[src/rtl/rvh_l1d_amo_ctrl.sv]
// L1D AMO sequencer: read the target doubleword, compute on the shared ALU,
// write back under a byte mask and return the old value. One AMO in flight.
module rvh_l1d_amo_ctrl #(
  parameter int XLEN         = 64,
  parameter int PADDR_W      = 56,
  parameter int ID_W         = 4,
  parameter int ALU_OP_WIDTH = 5,
  // ALU opcode encodings are parameters so the core's uop encoding binds at integration
  parameter logic [ALU_OP_WIDTH-1:0] ALU_ADD  = 'd0,
  parameter logic [ALU_OP_WIDTH-1:0] ALU_SLT  = 'd2,
  parameter logic [ALU_OP_WIDTH-1:0] ALU_SLTU = 'd3,
  parameter logic [ALU_OP_WIDTH-1:0] ALU_XOR  = 'd4,
  parameter logic [ALU_OP_WIDTH-1:0] ALU_OR   = 'd6,
  parameter logic [ALU_OP_WIDTH-1:0] ALU_AND  = 'd7
) (
  input  logic                    clk,
  input  logic                    rst,
  input  logic                    req_vld_i,
  output logic                    req_rdy_o,
  input  logic [ID_W-1:0]         req_id_i,
  input  logic [3:0]              req_amo_op_i,
  input  logic                    req_w_i,
  input  logic [PADDR_W-1:0]      req_addr_i,
  input  logic [XLEN-1:0]         req_data_i,
  output logic                    rd_vld_o,
  input  logic                    rd_rdy_i,
  output logic [PADDR_W-1:0]      rd_addr_o,
  input  logic                    rd_resp_vld_i,
  input  logic [XLEN-1:0]         rd_resp_data_i,
  output logic [ALU_OP_WIDTH-1:0] alu_opcode_o,
  output logic                    alu_op_w_o,
  output logic [XLEN-1:0]         alu_operand0_o,
  output logic [XLEN-1:0]         alu_operand1_o,
  input  logic [XLEN-1:0]         alu_wb_data_i,
  output logic                    wr_vld_o,
  input  logic                    wr_rdy_i,
  output logic [PADDR_W-1:0]      wr_addr_o,
  output logic [XLEN-1:0]         wr_data_o,
  output logic [XLEN/8-1:0]       wr_mask_o,
  output logic                    resp_vld_o,
  input  logic                    resp_rdy_i,
  output logic [ID_W-1:0]         resp_id_o,
  output logic [XLEN-1:0]         resp_data_o,
  output logic                    resp_err_o,
  output logic                    busy_o,
  output logic [2:0]              dbg_state_o
);

  // Handshakes: a payload transfers on the rising edge where valid and ready
  // are both high; valid and payload stay stable until that edge.

  localparam logic [2:0] S_IDLE    = 3'd0;
  localparam logic [2:0] S_RD_REQ  = 3'd1;
  localparam logic [2:0] S_RD_WAIT = 3'd2;
  localparam logic [2:0] S_CMP     = 3'd3;
  localparam logic [2:0] S_EXEC    = 3'd4;
  localparam logic [2:0] S_WR      = 3'd5;
  localparam logic [2:0] S_RESP    = 3'd6;

  localparam logic [3:0] OP_SWAP = 4'd0;
  localparam logic [3:0] OP_ADD  = 4'd1;
  localparam logic [3:0] OP_XOR  = 4'd2;
  localparam logic [3:0] OP_AND  = 4'd3;
  localparam logic [3:0] OP_OR   = 4'd4;
  localparam logic [3:0] OP_MIN  = 4'd5;
  localparam logic [3:0] OP_MAX  = 4'd6;
  localparam logic [3:0] OP_MINU = 4'd7;
  localparam logic [3:0] OP_MAXU = 4'd8;

  logic [2:0]         state_q, state_d;
  logic [ID_W-1:0]    id_q, id_d;
  logic [3:0]         op_q, op_d;
  logic               w_q, w_d;
  logic [PADDR_W-1:2] addr_q, addr_d;
  logic [XLEN-1:0]    rs2_q, rs2_d;
  logic [XLEN-1:0]    old_q, old_d;
  logic [XLEN-1:0]    new_q, new_d;
  logic               lt_q, lt_d;
  logic               err_q, err_d;

  logic            req_bad;
  logic            is_minmax;
  logic            signed_cmp;
  logic [31:0]     rd_word;
  logic [XLEN-1:0] exec_result;

  assign req_bad    = (req_w_i ? (|req_addr_i[1:0]) : (|req_addr_i[2:0])) || (req_amo_op_i > OP_MAXU);
  assign is_minmax  = (op_q >= OP_MIN);
  assign signed_cmp = (op_q == OP_MIN) || (op_q == OP_MAX);
  assign rd_word    = addr_q[2] ? rd_resp_data_i[XLEN-1:32] : rd_resp_data_i[31:0];

  always_comb begin
    exec_result = alu_wb_data_i;
    case (op_q)
      OP_SWAP:         exec_result = rs2_q;
      OP_MIN, OP_MINU: exec_result = lt_q ? old_q : rs2_q;
      OP_MAX, OP_MAXU: exec_result = lt_q ? rs2_q : old_q;
      default:         exec_result = alu_wb_data_i;
    endcase
  end

  always_comb begin
    state_d = state_q;
    id_d    = id_q;
    op_d    = op_q;
    w_d     = w_q;
    addr_d  = addr_q;
    rs2_d   = rs2_q;
    old_d   = old_q;
    new_d   = new_q;
    lt_d    = lt_q;
    err_d   = err_q;
    case (state_q)
      S_IDLE: begin
        if (req_vld_i) begin
          id_d    = req_id_i;
          op_d    = req_amo_op_i;
          w_d     = req_w_i;
          addr_d  = req_addr_i[PADDR_W-1:2];
          rs2_d   = req_data_i;
          old_d   = '0;
          new_d   = '0;
          lt_d    = 1'b0;
          err_d   = req_bad;
          state_d = req_bad ? S_RESP : S_RD_REQ;
        end
      end
      S_RD_REQ:  if (rd_rdy_i) state_d = S_RD_WAIT;
      S_RD_WAIT: begin
        if (rd_resp_vld_i) begin
          old_d   = w_q ? {{(XLEN-32){rd_word[31]}}, rd_word} : rd_resp_data_i;
          state_d = is_minmax ? S_CMP : S_EXEC;
        end
      end
      S_CMP: begin
        lt_d    = alu_wb_data_i[0];
        state_d = S_EXEC;
      end
      S_EXEC: begin
        new_d   = exec_result;
        state_d = S_WR;
      end
      S_WR:    if (wr_rdy_i) state_d = S_RESP;
      S_RESP:  if (resp_rdy_i) state_d = S_IDLE;
      default: state_d = S_IDLE;
    endcase
  end

  always_ff @(posedge clk or negedge rst) begin
    if (!rst) begin
      state_q <= S_IDLE;
      id_q    <= '0;
      op_q    <= '0;
      w_q     <= 1'b0;
      addr_q  <= '0;
      rs2_q   <= '0;
      old_q   <= '0;
      new_q   <= '0;
      lt_q    <= 1'b0;
      err_q   <= 1'b0;
    end else begin
      state_q <= state_d;
      id_q    <= id_d;
      op_q    <= op_d;
      w_q     <= w_d;
      addr_q  <= addr_d;
      rs2_q   <= rs2_d;
      old_q   <= old_d;
      new_q   <= new_d;
      lt_q    <= lt_d;
      err_q   <= err_d;
    end
  end

  // .W compares see 32-bit values widened to match the signedness of the op
  always_comb begin
    alu_opcode_o   = ALU_ADD;
    alu_op_w_o     = 1'b0;
    alu_operand0_o = '0;
    alu_operand1_o = '0;
    if (state_q == S_CMP) begin
      alu_opcode_o = signed_cmp ? ALU_SLT : ALU_SLTU;
      if (!w_q) begin
        alu_operand0_o = old_q;
        alu_operand1_o = rs2_q;
      end else if (signed_cmp) begin
        alu_operand0_o = old_q;
        alu_operand1_o = {{(XLEN-32){rs2_q[31]}}, rs2_q[31:0]};
      end else begin
        alu_operand0_o = {{(XLEN-32){1'b0}}, old_q[31:0]};
        alu_operand1_o = {{(XLEN-32){1'b0}}, rs2_q[31:0]};
      end
    end else if (state_q == S_EXEC) begin
      alu_operand0_o = old_q;
      alu_operand1_o = rs2_q;
      case (op_q)
        OP_ADD: begin
          alu_opcode_o = ALU_ADD;
          alu_op_w_o   = w_q;
        end
        OP_XOR:  alu_opcode_o = ALU_XOR;
        OP_AND:  alu_opcode_o = ALU_AND;
        OP_OR:   alu_opcode_o = ALU_OR;
        default: alu_opcode_o = ALU_ADD;
      endcase
    end
  end

  assign req_rdy_o   = (state_q == S_IDLE);
  assign rd_vld_o    = (state_q == S_RD_REQ);
  assign rd_addr_o   = {addr_q[PADDR_W-1:3], 3'b000};
  assign wr_vld_o    = (state_q == S_WR);
  assign wr_addr_o   = {addr_q[PADDR_W-1:3], 3'b000};
  assign wr_data_o   = !wr_vld_o ? '0 : (w_q ? {new_q[31:0], new_q[31:0]} : new_q);
  assign wr_mask_o   = !wr_vld_o ? '0 : (w_q ? (addr_q[2] ? 8'hF0 : 8'h0F) : 8'hFF);
  assign resp_vld_o  = (state_q == S_RESP);
  assign resp_id_o   = id_q;
  assign resp_data_o = old_q;
  assign resp_err_o  = resp_vld_o && err_q;
  assign busy_o      = (state_q != S_IDLE);
  assign dbg_state_o = state_q;

endmodule

[config.mk]
export PLATFORM = sky130hd
export DESIGN_NAME = rvh_l1d_amo_ctrl
export DESIGN_NICKNAME = d
export VERILOG_FILES = /design/src/rtl/rvh_l1d_amo_ctrl.sv
export SDC_FILE = /design/constraint.sdc
export NUM_CORES = 1
export LEC_CHECK = 0
export BUFFER_PORTS_ARGS = -buffer_cell sky130_fd_sc_hd__buf_2
export CAP_MARGIN = 20
export CORE_AREA = 5 5 251 253
export DETAILED_ROUTE_END_ITERATION = 16
export DIE_AREA = 0 0 256 258
export PLACE_DENSITY_LB_ADDON = 0.1
export SKIP_LAST_GASP = 1
export SLEW_MARGIN = 15
export SYNTH_ARGS = -nofsm -noshare
export SYNTH_HDL_FRONTEND = slang
export SYNTH_SLANG_ARGS = --single-unit
[constraint.sdc]
create_clock -name clk -period 5.6 [get_ports clk]
set_clock_uncertainty 0.1 [all_clocks]
set_input_delay 0.56 -clock clk [delete_from_list [all_inputs] [get_ports clk]]
set_output_delay 0.56 -clock clk [all_outputs]
set_load 0.02 [all_outputs]
==> out/results.tsv, run 1 <==
stage	metric	value	unit
synthesis	synth_adder_area_share	0	%
synthesis	dominant_combinational_cell_family_by_area_after_synthesis	compound AO/OA/AOI/OAI gates	
setup_path	worst_path_cell_with_the_longest_stage_delay	dfrtp_2	
placed_design	place.port_buffers	650	
route	route.detailed.vias_per_inst	4.84	
hold_path	hold_path.class	input pin to flip-flop	
setup_path	critPathCaptureType	output pin	
floorplanning	core.rowCount	91	
grt	largest_net_degree_at_the_start_of_global_routing	125	
floorplanning	core-area	0.0608	mm²
floorplanning	initial_core_util	24.1	%
clock_tree	ctsRootBufferMaster	clkbuf_16	
setup_path	worst-r2r-setup-slack	2510	ps
floorplanning	chipHeight	258	µm
grt	grt_pass1_vias	14000	
synthesis	ys_async_sr_fraction	100	%
cells_and_area	final_util	31.2	%
clock_tree	ctsLongestPathBuffers	3	
setup_path	crit_chain	nand2_4, nand2_2, buf_4, and2_1, buf_2	
clock_tree	tritoncts_buffer_count	36	
setup_path	setup.worst_path.start_class	flip-flop	
setup_path	required	4940	ps
setup_path	reg2reg_to	rs2_q[25]	
placed_design	dp.final_hpwl	50200	µm
setup_path	worst-setup-path-type	flip-flop to output pin	
sta	fin_crit_sh	80.7	%
synthesis	synth.avg_cell_area	9.94	µm²
route	routedWlPerCell	25.4	µm
clock_tree	htreeDepth	2	
synthesis	synthMuxAreaShare	14.3	%
setup_path	regToRegStartpoint	dbg_state_o[2]	
floorplanning	dieArea	0.0660	mm²
sta	drv_slew	0	
synthesis	yosys.area_share.xor_xnor	0	%
setup_path	r2r.worst_path.cells	4	
route	drcViolationCount	0	
run_status	outcome	finished, final reports clean	
floorplanning	io_pins	659	
hold_path	sink_of_the_worst_hold_path	addr_q[52]	
route	antenna_violating_nets_post_route	0	
sta	rsz0062_at_grt	no	
clock_tree	resized_gates_after_cts	0	
synthesis	synthDistinctLibCells	54	
synthesis	mapped_cell_area	0.0147	mm²
setup_path	biggest_cell_delay_along_the_critical_path	1040	ps
cells_and_area	post_route_cells_drive_above_1_share	44.6	%
synthesis	ys_seq_area_share	44.3	%
synthesis	synth_cells	1477	
synthesis	number_of_enable_flip_flop_cells_after_synthesis	0	
grt	first_pass_grt_wire_length	101000	µm
sta	finalHoldViolCount	0	
grt	globalRoute.totalOverflow	0	
cells_and_area	area_delta_synth_final	29.3	%
sta	finalWorstPathRequiredPeriod	4520	ps
clock_tree	cts.reportedPaths.clkPinSlew	60	ps
sta	worstMarginPinSlew	1080	ps
route	detail_route.wirelength	70000	µm
sta	fin_setup_tns	0	ps
route	routed-via-count	13300	
hold_path	min_from	req_addr_i[52]	
setup_path	critical_path.top_delay_family	simple AND/OR/NAND/NOR gates	
synthesis	synth-main-ff-cell	dfrtp_1	
sta	clock.fmax	221	MHz
synthesis	yosys_warnings	0	
power	power.ir.vdd_worst	0.244	mV
power	p_leak	9.86	nW
hold_path	hold_path_depth	2	
floorplanning	fp.dieW	256	µm
run	drv_cap	0	
sta	final-setup-viol-count	0	
grt	antenna_found_initial	14	
setup_path	worstPathMaxFanout	53	
cells_and_area	num-nets-final	2198	
power	pwr_density_cell	671	mW/mm²
grt	grt_util_all_layers	20.3	%
setup_path	crit_arrival	3860	ps
synthesis	synth_simple_gate_area_share	12.7	%
placed_design	place.gp.congestion	0.796	
clock_tree	clkSinkCount	260	
setup_path	worstPathBufferInverterCount	2	
clock_tree	clk_latency	530	ps
sta	relSlewSlack	28.0	%
synthesis	yosys_register_bits	260	
route	drt_first_pass_iters	5	
clock_tree	cts_tree	done	
route	drt_iter0_drc	702	
synthesis	synth_compound_area_share	18.0	%
## stage by stage
stage,power [mW],cells,hold WS [ps],setup WS [ps],instance area (µm²)
2_1_floorplan,8.38,1484,164,3010,14700
3_3_place_gp,10.5,2681,355,1660,17700
3_5_place_dp,10.5,2682,366,1560,17700
4_1_cts,12.9,2745,95.6,982,18900
5_1_grt,13.6,2753,121,808,19000
6_report,12.7,2756,144,1080,19000
## what timing repair did
item,in CTS,in global routing
hold buffers,1,0
buffers inserted,0,0
hold endpoints to repair,49,0
## area by class of cell
| type | instances | area [µm²] |
|---|---|---|
| Sequential cell | 260 | 6510 |
| Inverter | 7 | 26.3 |
| Clock inverter | 9 | 128 |
| Tap cell | 790 | 988 |
| Fill cell | 6507 | 41800 |
| Antenna cell | 8 | 20.0 |
| Multi-Input combinational cell | 955 | 6730 |
| Timing Repair Buffer | 674 | 3540 |
| Clock buffer | 53 | 1040 |
## cells by family (layout without fill, tap and decap cells)
| group | Yosys count | in the layout |
|---|---|---|
| compound gates | 414 | 414 |
| buf+inv | 269 | 743 |
| simple gates | 339 | 339 |
| flops | 260 | 260 |
| mux | 194 | 194 |
| other cells | 1 | 16 |
## worst max-delay path by stage
stage	endpoint	slack, ps	cells past startpoint	from
final	alu_operand1_o[13]	1080	5	dbg_state_o[2]
after CTS	alu_operand1_o[13]	980	5	dbg_state_o[2]
after global routing	alu_operand0_o[2]	810	5	dbg_state_o[2]
after global placement	alu_operand1_o[15]	1660	5	dbg_state_o[2]
after detailed placement	alu_operand1_o[13]	1560	5	dbg_state_o[2]
after floorplan	alu_opcode_o[1]	3010	5	dbg_state_o[2]
## layer usage
metal | track usage, % | part of all wire [%] | vias to the layer above
li1 | - | - | 6114
met1 | 26.1 | 43 | 6695
met2 | 35.0 | 49 | 448
met3 | 4.39 | 5.3 | 84
met4 | 5.08 | 2.0 | 8
met5 | 0 | 0.083 | -
## cells in the mapped netlist, types with 2 or more instances
master / number / share of area [%]
a21o_1: 96 / 4.9
a21oi_1: 34 / 1.2
a221oi_1: 2 / 0.12
a31o_2: 3 / 0.18
a31oi_1: 65 / 2.8
and2_1: 67 / 2.9
and3_1: 35 / 1.5
buf_1: 13 / 0.33
buf_2: 33 / 1.1
buf_4: 125 / 6.4
buf_6: 3 / 0.23
clkbuf_1: 78 / 2.0
clkbuf_2: 6 / 0.20
dfrtp_1: 260 / 44
dlygate4sd1_1: 4 / 0.24
inv_1: 7 / 0.18
mux2_1: 2 / 0.15
mux2_2: 124 / 9.5
mux2i_1: 68 / 4.6
nand2_1: 8 / 0.20
nand2b_1: 5 / 0.21
nand3_1: 130 / 4.4
nand3b_1: 4 / 0.20
nor2_1: 38 / 0.97
nor2_2: 2 / 0.085
nor2b_1: 37 / 1.6
nor3_1: 3 / 0.10
o21ai_0: 132 / 4.5
o22ai_1: 2 / 0.085
o311ai_0: 2 / 0.12
o31ai_1: 65 / 3.3
or3_1: 2 / 0.085
## power by group
group	switching [mW]	total, mW	internal (mW)	leakage (nW)
Sequential	1.12	3.90	2.78	3.18
Combinational	4.11	6.54	2.43	6.12
Clock	0.893	2.31	1.42	0.571
## sequential cells by signal, indices dropped and copies added, names as in the netlist
| register | count |
|---|---|
| op_q | 4 |
| resp_id_o | 4 |
| err_q | 1 |
| dbg_state_o | 3 |
| new_q | 64 |
| w_q | 1 |
| lt_q | 1 |
| addr_q | 54 |
| resp_data_o | 64 |
| rs2_q | 64 |
## cell usage in the layout, fill, tap and decap left out, drive strengths merged, types with 35 or more instances in the layout
| cell | netlist | final |
|---|---|---|
| a21o | 96 | 96 |
| nor2 | 40 | 40 |
| mux2 | 126 | 126 |
| dfrtp | 260 | 260 |
| nand3 | 131 | 131 |
| o21ai | 134 | 134 |
| and2 | 67 | 67 |
| o31ai | 65 | 65 |
| nor2b | 37 | 37 |
| buf | 174 | 673 |
| a31oi | 65 | 65 |
| mux2i | 68 | 68 |
| clkbuf | 84 | 53 |
| and3 | 35 | 35 |
No activity file was read; power rests on OpenSTA's default activity.
==> run 2, diff against run 1 <==
--- a/config.mk
+++ b/config.mk
@@ -5,11 +5,12 @@
 export SDC_FILE = /design/constraint.sdc
 export NUM_CORES = 1
 export LEC_CHECK = 0
+export ABC_AREA = 1
 export BUFFER_PORTS_ARGS = -buffer_cell sky130_fd_sc_hd__buf_2
 export CAP_MARGIN = 20
-export CORE_AREA = 5 5 251 253
+export CORE_AREA = 5 5 256 258
 export DETAILED_ROUTE_END_ITERATION = 16
-export DIE_AREA = 0 0 256 258
+export DIE_AREA = 0 0 261 263
 export PLACE_DENSITY_LB_ADDON = 0.1
 export SKIP_LAST_GASP = 1
 export SLEW_MARGIN = 15
==> constraint.sdc (replaced) <==
create_clock -name clk -period 4.21 [get_ports clk]
set_clock_uncertainty 0.1 [all_clocks]
set_input_delay 0.421 -clock clk [delete_from_list [all_inputs] [get_ports clk]]
set_output_delay 0.421 -clock clk [all_outputs]
set_load 0.02 [all_outputs]
==> run 2 against run 1 <==
Final cell count rose by 40%. Utilization rose by 3.2 points. Critical path depth rose by 2. Global-route usage rose by 3.0 points. Count of clock-buffer cells in the layout fell by 3. First-iteration DRC count rose by 39%.
==> out/results.tsv, run 2 <==
stage	metric	value	unit
setup_path	required	3690	ps
setup_path	worst_path_cell_with_the_longest_stage_delay	buf_4	
grt	antenna_found_initial	18	
grt	globalRoute.totalOverflow	0	
sta	fin_setup_tns	0	ps
grt	first_pass_grt_wire_length	122000	µm
clock_tree	resized_gates_after_cts	0	
placed_design	dp.final_hpwl	58900	µm
synthesis	synth.avg_cell_area	6.68	µm²
setup_path	setup.worst_path.start_class	flip-flop	
route	drt_first_pass_iters	5	
sta	finalHoldViolCount	0	
floorplanning	core.rowCount	92	
floorplanning	io_pins	659	
setup_path	worst-setup-path-type	flip-flop to output pin	
power	power.share.clock	17.6	%
route	routed-via-count	17900	
cells_and_area	num-nets-final	3243	
sta	worstMarginPinSlew	1100	ps
synthesis	ys_async_sr_fraction	100	%
sta	relSlewSlack	26.5	%
clock_tree	cts_tree	done	
synthesis	mapped_cell_area	0.0161	mm²
synthesis	synth.largest_area_cell	dfrtp_1	
cells_and_area	post_route_cells_drive_above_1_share	25.3	%
setup_path	crit_chain	inv_2, nand3_1, nand2_2, clkinv_2, buf_4, nor2_1, buf_2	
cells_and_area	layout.cells.most_common	nand2_1	
sta	rsz0062_at_grt	no	
sta	finalWorstPathRequiredPeriod	3380	ps
hold_path	hold_path.class	input pin to flip-flop	
setup_path	biggest_cell_delay_along_the_critical_path	710	ps
floorplanning	chipHeight	263	µm
placed_design	place.gp.congestion	0.875	
route	antenna_violating_nets_post_route	0	
synthesis	synthDistinctLibCells	26	
clock_tree	clkSinkCount	260	
power	pwr_density_cell	843	mW/mm²
synthesis	yosysTopAreaCellShare	40.4	%
synthesis	synth-main-ff-cell	dfrtp_1	
power	comb_power_share	58.0	%
clock_tree	ctsRootBufferMaster	clkbuf_16	
synthesis	yosysMostFrequentCell	nand2_1	
grt	grt_pass1_vias	18400	
synthesis	ys_seq_area_share	40.4	%
synthesis	synth_cells	2408	
power	power.internal	8.44	mW
route	detail_route.wirelength	83900	µm
route	drcViolationCount	0	
clock_tree	post-cts-setup-buffers	0	
power	proportion_of_total_power_due_to_net_switching	53.6	%
power	p_leak	11.9	nW
floorplanning	initial_core_util	25.6	%
placed_design	placed_cell_area	0.0191	mm²
sta	drv_slew	0	
synthesis	yosys_register_bits	260	
sta	clock.fmax	296	MHz
placed_design	place.port_buffers	650	
synthesis	yosys_warnings	0	
setup_path	worstPathMaxFanout	64	
floorplanning	dieArea	0.0686	mm²
run_status	outcome	finished, final reports clean	
setup_path	critPathCaptureType	output pin	
grt	grt_util_all_layers	23.3	%
sta	final-setup-viol-count	0	
route	route.detailed.vias_per_inst	4.64	
sta	fin_crit_sh	80.3	%
power	share_seq_of_total_power	24.4	%
floorplanning	fp.dieW	261	µm
setup_path	crit_arrival	2860	ps
clock_tree	tritoncts_buffer_count	37	
synthesis	netlist_top_cells_area	dfrtp_1 (40%), nand2_1 (18%), nor2_1 (9.4%)	
clock_tree	cts.reportedPaths.clkPinSlew	60	ps
cells_and_area	most-common-layout-cells	nand2_1 (784), buf_2 (649), nor2_1 (401)	
cells_and_area	area_delta_synth_final	34.2	%
synthesis	synth_common_cells	nand2_1 (790), nor2_1 (401), dfrtp_1 (260), inv_1 (184), buf_4 (140)	
floorplanning	core-area	0.0627	mm²
clock_tree	htreeDepth	2	
cells_and_area	fin_area	0.0216	mm²
route	drt_iter0_drc	978	
clock_tree	post_cts_hold_buffer_count	124	
power	total_switching_power	9.76	mW
synthesis	number_of_enable_flip_flop_cells_after_synthesis	0	
route	routedWlPerCell	21.7	µm
grt	largest_net_degree_at_the_start_of_global_routing	130	
clock_tree	ctsLongestPathBuffers	3	
run	drv_cap	0	
clock_tree	clk_latency	570	ps
power	power.ir.vdd_worst	0.414	mV
run 2: changes by cell type after synthesis, sizes merged, moves of 96 or more:
cell   delta
nand2   +788
nor2    +367
a21o     -96
mux2    -126
inv     +183
a21oi    +98
run 2: final timing paths:
path	from	to	slack [ps]	cells after the start
worst max-delay path	dbg_state_o[2]	alu_operand0_o[20]	830	7
worst min-delay path	req_data_i[9]	rs2_q[9]	30	3
worst max register to register	dbg_state_o[1]	new_q[32]	1480	7
worst min register to register	resp_id_o[2]	resp_id_o[2]	370	2
max in group asynchronous	rst	resp_data_o[57]	2530	3
min in group asynchronous	rst	rs2_q[4]	430	2
run 2: area by class of cell:
type	instances	area [µm²]
Multi-Input combinational cell	1693	7330
Clock inverter	17	198
Antenna cell	9	22.5
Inverter	190	718
Clock buffer	50	1010
Fill cell	6960	41100
Timing Repair Buffer	797	4740
Sequential cell	260	6510
Tap cell	846	1060
run 2: per-layer routing:
layer | up-vias | share of wire (%) | GRT usage (%)
met2 | 687 | 47 | 39.1
met4 | 16 | 2.8 | 6.48
li1 | 8535 | - | -
met3 | 133 | 7.1 | 5.60
met1 | 8556 | 43 | 30.1
met5 | - | 0.11 | 0
run 2: metrics by stage:
step	util, %	worst slack, ps	total power, mW	instances	hold WS (ps)
2_1_floorplan	-	1860	11.7	2415	25.4
3_3_place_gp	30.4	1500	15.0	3661	354
3_5_place_dp	30.5	1440	15.0	3662	355
4_1_cts	34.4	802	18.4	3853	1.57
5_1_grt	34.4	634	19.6	3858	20.6
6_report	34.4	831	18.2	3862	34.7
run 2: critical path, delay by kind of cell (launching register included):
| kind | cells | cell delay, ps |
|---|---|---|
| flops | 1 | 490 |
| buf+inv | 4 | 1140 |
| simple gates | 3 | 630 |
run 2: power groups by stage:
stage | clock network, mW | registers, mW | logic, mW
after floorplan | 0 | 4.52 | 7.20
after global placement | 0 | 4.46 | 10.5
after detailed placement | 0 | 4.48 | 10.5
after CTS | 3.28 | 4.45 | 10.7
after global routing | 3.39 | 4.60 | 11.7
final | 3.20 | 4.45 | 10.6
run 2: cell families after synthesis:
kind of cell	count (synthesis)	synth area share [%]
AO/OA/AOI/OAI	306	10.0
AND/OR/NAND/NOR	1348	32.9
other	1	0.0233
multiplexers	31	1.93
buffers and inverters	462	14.7
flip-flops	260	40.4
